## src/rtl/tri_pipe_sequencer.sv

```systemverilog
// Frame-level triangle sequencer: keeps STAGES overlapped pipeline stages in lock-step,
// issuing fetch addresses for the triangle entering stage 0 and counting retirements.
module tri_pipe_sequencer #(
    parameter int MADDR_WIDTH   = 32,
    parameter int COUNT_WIDTH   = 32,
    parameter int STAGES        = 3,
    parameter int VERTEX_STRIDE = 18,
    parameter int COLOR_STRIDE  = 2
) (
    input  logic                   clk,
    input  logic                   reset_n,
    input  logic                   frame_start,
    input  logic                   abort,
    input  logic [COUNT_WIDTH-1:0] triangles_count,
    input  logic [MADDR_WIDTH-1:0] base_addr_vertex,
    input  logic [MADDR_WIDTH-1:0] base_addr_color,
    input  logic [STAGES-1:0]      stage_eoc,
    output logic [STAGES-1:0]      stage_start,
    output logic [STAGES-1:0]      stage_valid,
    output logic                   advance,
    output logic [MADDR_WIDTH-1:0] fetch_addr_vertex,
    output logic [MADDR_WIDTH-1:0] fetch_addr_color,
    output logic                   busy,
    output logic                   frame_done,
    output logic [COUNT_WIDTH-1:0] retired_count
);

    typedef enum logic {IDLE = 1'b0, RUN = 1'b1} state_t;

    state_t                 state, state_next;
    logic [COUNT_WIDTH-1:0] count_q, issued_q;
    logic [STAGES-1:0]      done_q, eoc_m, stage_ready, new_valid;
    logic                   more;

    // Stage handshake: stage_start[k] is a one-cycle pulse handing stage k a triangle;
    // stage_eoc[k] counts only while the stage is valid and not in its start cycle,
    // and is remembered in done_q until the whole pipe advances together.
    assign eoc_m       = stage_eoc & stage_valid & ~stage_start;
    assign stage_ready = done_q | eoc_m | ~stage_valid;
    assign more        = issued_q < count_q;

    always_comb begin
        new_valid    = '0;
        new_valid[0] = more;
        for (int k = 1; k < STAGES; k++) begin
            new_valid[k] = stage_valid[k-1];
        end
    end

    always_ff @(posedge clk) begin
        if (!reset_n) begin
            state <= IDLE;
        end else begin
            state <= state_next;
        end
    end

    always_comb begin
        state_next = state;
        if (abort) begin
            state_next = IDLE;
        end else begin
            case (state)
                IDLE:    if (frame_start && triangles_count != '0) state_next = RUN;
                RUN:     if (advance && new_valid == '0) state_next = IDLE;
                default: state_next = IDLE;
            endcase
        end
    end

    always_comb begin
        advance = (state == RUN) && (&stage_ready) && !abort;
    end

    always_ff @(posedge clk) begin
        if (!reset_n) begin
            stage_start       <= '0;
            stage_valid       <= '0;
            done_q            <= '0;
            count_q           <= '0;
            issued_q          <= '0;
            retired_count     <= '0;
            fetch_addr_vertex <= '0;
            fetch_addr_color  <= '0;
            busy              <= 1'b0;
            frame_done        <= 1'b0;
        end else begin
            stage_start <= '0;
            frame_done  <= 1'b0;
            if (abort) begin
                stage_valid <= '0;
                done_q      <= '0;
                busy        <= 1'b0;
            end else if (state == IDLE) begin
                if (frame_start && triangles_count != '0) begin
                    count_q           <= triangles_count;
                    fetch_addr_vertex <= base_addr_vertex;
                    fetch_addr_color  <= base_addr_color;
                    issued_q          <= COUNT_WIDTH'(1);
                    retired_count     <= '0;
                    stage_valid       <= STAGES'(1);
                    stage_start       <= STAGES'(1);
                    done_q            <= '0;
                    busy              <= 1'b1;
                end else if (frame_start) begin
                    frame_done <= 1'b1;
                end
            end else if (advance) begin
                stage_valid <= new_valid;
                stage_start <= new_valid;
                done_q      <= '0;
                if (stage_valid[STAGES-1]) retired_count <= retired_count + COUNT_WIDTH'(1);
                if (more) begin
                    issued_q          <= issued_q + COUNT_WIDTH'(1);
                    fetch_addr_vertex <= fetch_addr_vertex + MADDR_WIDTH'(VERTEX_STRIDE);
                    fetch_addr_color  <= fetch_addr_color + MADDR_WIDTH'(COLOR_STRIDE);
                end
                if (new_valid == '0) begin
                    frame_done <= 1'b1;
                    busy       <= 1'b0;
                end
            end else begin
                done_q <= done_q | eoc_m;
            end
        end
    end

endmodule

```

## config.mk

```make
export PLATFORM = sky130hd
export DESIGN_NAME = tri_pipe_sequencer
export DESIGN_NICKNAME = d
export VERILOG_FILES = /design/src/rtl/tri_pipe_sequencer.sv
export SDC_FILE = /design/constraint.sdc
export NUM_CORES = 1
export LEC_CHECK = 0
export CORE_MARGIN = 2
export CORE_UTILIZATION = 52
export DETAILED_ROUTE_END_ITERATION = 10
export PLACE_DENSITY = 0.82
export SLEW_MARGIN = 20
export SYNTH_ARGS = -nofsm -noshare
export SYNTH_HDL_FRONTEND = slang
export SYNTH_SLANG_ARGS = --single-unit
```

## constraint.sdc

```tcl
create_clock -name clk -period 2.8 [get_ports clk]
set_input_delay 0.56 -clock clk [delete_from_list [all_inputs] [get_ports clk]]
set_output_delay 0.56 -clock clk [all_outputs]
set_load 0.005 [all_outputs]
```

==> impl_metrics.ini <==
[synth]
ys_top_cells_by_count = dfxtp_1, nor2_1, a21oi_1
synth_xor_area_share_pct = 2.125
yosys_warnings = 0
ys_seq_elements = 172
synth_top_family_by_area = simple AND/OR/NAND/NOR gates
synth_area_um2 = 9482
yosysSeqAreaShare_pct = 36.32
synthMuxAreaShare_pct = 0.8577
yosys_most_used_dff = dfxtp_1
synthArstFlopShare_pct = 0
synth_area_leader_cell = dfxtp_1
synth.most_common_cell = dfxtp_1
synth_edf_count = 0
avgSynthCellArea_um2 = 7.684
yosys.area_share.simple_pct = 27.59
synth_compound_area_share_pct = 23.26
synth_nets = 1372
ys_top_cells_by_area = dfxtp_1, a21oi_1, nor2_1
yosysUniqueCellTypes = 70
synth_cells = 1234
synth_adder_area_share_pct = 4.619
synth_top_area_share_pct = 36.32

[routing]
drt_iter0_drc = 1182
routed_wl_um = 31540
vias_per_cell = 6.105
wl_per_cell_um = 17.63
firstDrtPassIters = 6
num_vias = 10920
drc = 0
ant_nets = 0

[timing]
holdWs_ns = 0.4923
setup_ws_ns = 0.04503
final_hold_viol_count = 0
drv_slew = 0
period_share_pct = 98.39
min_period_ns = 2.755
setup_viol = 0
skew_ns = 0.01460
tns_ns = 0
relSlewSlack_pct = 47.08
fmax_mhz = 363.0
tightest_slew_ns = 0.7855

[clock_tree]
cts_tree = yes
htreeDepth = 4
cts-buffers-inserted = 17
cts_hold_buf = 0
numClockSinks = 172
clk_path_buf_depth = 2
root_buffer = clkbuf_16
clock_latency_ns = 0.44
clkTransAtPathRegs_ns = 0.07

[grt]
grt_overflow = 0
grt_max_degree = 71
grt_pass1_vias = 10090
antenna_found_initial = 0
grt_pass1_wl_um = 49290
track_usage_pct = 30.58

[power]
clockPowerShare_pct = 40.7
p_leak_nw = 5.091
power_frac_seq_pct = 43.1
peakVddDrop_mv = 0.4185
power.internal_mw = 4.458
total_power_mw = 6.053
combinationalPowerShare_pct = 16.2
switching_share_pct = 26.35
power_density_nw_per_um2 = 442.6
power_switching_mw = 1.595

[place]
io_buffers = 207
pre_cts_slack_ns = -0.5601
place_area_um2 = 12770
place_congestion = 0.9058
dp_hpwl_um = 21600
dp.cells = 1742

[die]
core_area_um2 = 17900
dieHeight_um = 139.0
pin_count = 208
fp-row-count = 49
initial_core_util_pct = 52.96
die-area_um2 = 19330
dieWidth_um = 139.0

[final_layout]
syn_to_final_growth_pct = 44.26
layout-drive-gt1-share_pct = 16.92
insertedDiodeCount = 0
final_area_um2 = 13680
layout.cells.non_filler = 1789
fin_util_pct = 76.40
fin_nets = 1685
fillers = 1258

[outcome]
status = finished, final reports clean

[flow_run]
maxCapViolCount = 0

[worst_setup_path]
cp.required_ns = 3.17
slowest_delay_ns = 0.52
slowest_stage = or4b_1
critPathLaunchType = primary input
path_class = in -> reg
path_cells = clkdlybuf4s50_1, nor4_1, and4_1, a21oi_2, o21ai_2, buf_4, o21ai_4, or4b_1, o21ai_1
crit_path_end_kind = register
cp.arrival_ns = 3.12
critPathMaxFanout = 8
r2r_slack_ns = 0.10

[min_path]
min_path_type = reg -> reg
[worst max-delay path: cells and delay by family]
kind                   cells  cell delay, ns
buffers and inverters      2            0.60
AND/OR/NAND/NOR            3            1.42
AO/OA/AOI/OAI              4            0.54
[cell families (layout without fill, tap and decap cells)]
family | Yosys count | after routing
adder cells (fa/ha/maj) | 35 | 35
AND/OR/NAND/NOR | 531 | 532
XOR/XNOR | 23 | 23
buffers and inverters | 125 | 450
AO/OA/AOI/OAI | 340 | 340
flip-flops | 172 | 172
multiplexers | 8 | 8
[cell type report]
class	count	area, um^2	share of cell area (%)
well taps	229	286.5	2.095
clock buffers	19	432.9	3.165
repair buffers	371	3397	24.84
inverters	47	181.4	1.326
multi-input cells	938	5766	42.15
flip-flops and latches	172	3450	25.22
clock inverters	13	165.2	1.207
[sequential cells by signal (all words and copies together) (netlist names)]
signal             count
fetch_addr_color      32
busy                   1
frame_done             1
stage_valid            3
done_q                 3
count_q               32
stage_start            3
state                  1
issued_q              32
retired_count         32
fetch_addr_vertex     32
[repair_timing]
item | CTS | global route
buffers inserted | 4 | 9
gates cloned | 0 | 2
pin swaps | 2 | 16
endpoints found under the setup margin | 68 | 60
gates resized for setup | 17 | 20
[cells in the final DEF (no fill, tap or decap), types with 6 or more instances in the layout]
master	n
clkdlybuf4s50_1	205
dfxtp_1	169
buf_4	156
nor2_1	155
a21oi_1	123
nand2_1	119
nand3_1	60
o21ai_0	54
inv_1	44
nand4_1	42
ha_1	32
and3_1	25
nor3_1	23
o31ai_1	19
nor4_1	18
clkbuf_16	18
xnor2_1	17
or3_1	16
a31oi_1	15
o221a_2	15
or4_1	13
nor2b_1	11
and4_1	10
o211ai_1	10
o32ai_1	9
o21a_1	9
nor4_2	8
and2_1	8
o22ai_1	8
mux2i_1	7
a211oi_1	7
a41oi_1	7
a31o_2	6
xor2_1	6
buf_12	6
[power by group through the flow]
stage	combinational [mW]	clock (mW)	sequential [mW]
global route	1.05	2.57	2.62
detailed placement	0.911	0	2.66
finish	0.979	2.46	2.61
CTS	0.931	2.47	2.61
floorplan	0.402	0	2.65
global placement	0.890	0	2.66
[routing by layer]
| metal | GRT usage [%] | part of all wire (%) | up-vias |
|---|---|---|---|
| met1 | 39.65 | 41 | 5114 |
| met2 | 49.78 | 47 | 558 |
| met3 | 7.286 | 8.9 | 96 |
| met5 | 0 | 0 | - |
| met4 | 11.27 | 3.2 | 0 |
| li1 | - | - | 5154 |
[worst paths after layout]
kind | start | end | depth (start not counted)
worst max-delay path | triangles_count[8] | retired_count[28]$_SDFFE_PN0P_ | 9
worst min-delay path | done_q[2]$_SDFFE_PP0P_ | done_q[2]$_SDFFE_PP0P_ | 2
worst max register to register | count_q[22]$_SDFFE_PN0P_ | fetch_addr_vertex[17]$_SDFFE_PN0P_ | 11
worst min register to register | done_q[2]$_SDFFE_PP0P_ | done_q[2]$_SDFFE_PP0P_ | 2
(Power assumes the default switching activity.)
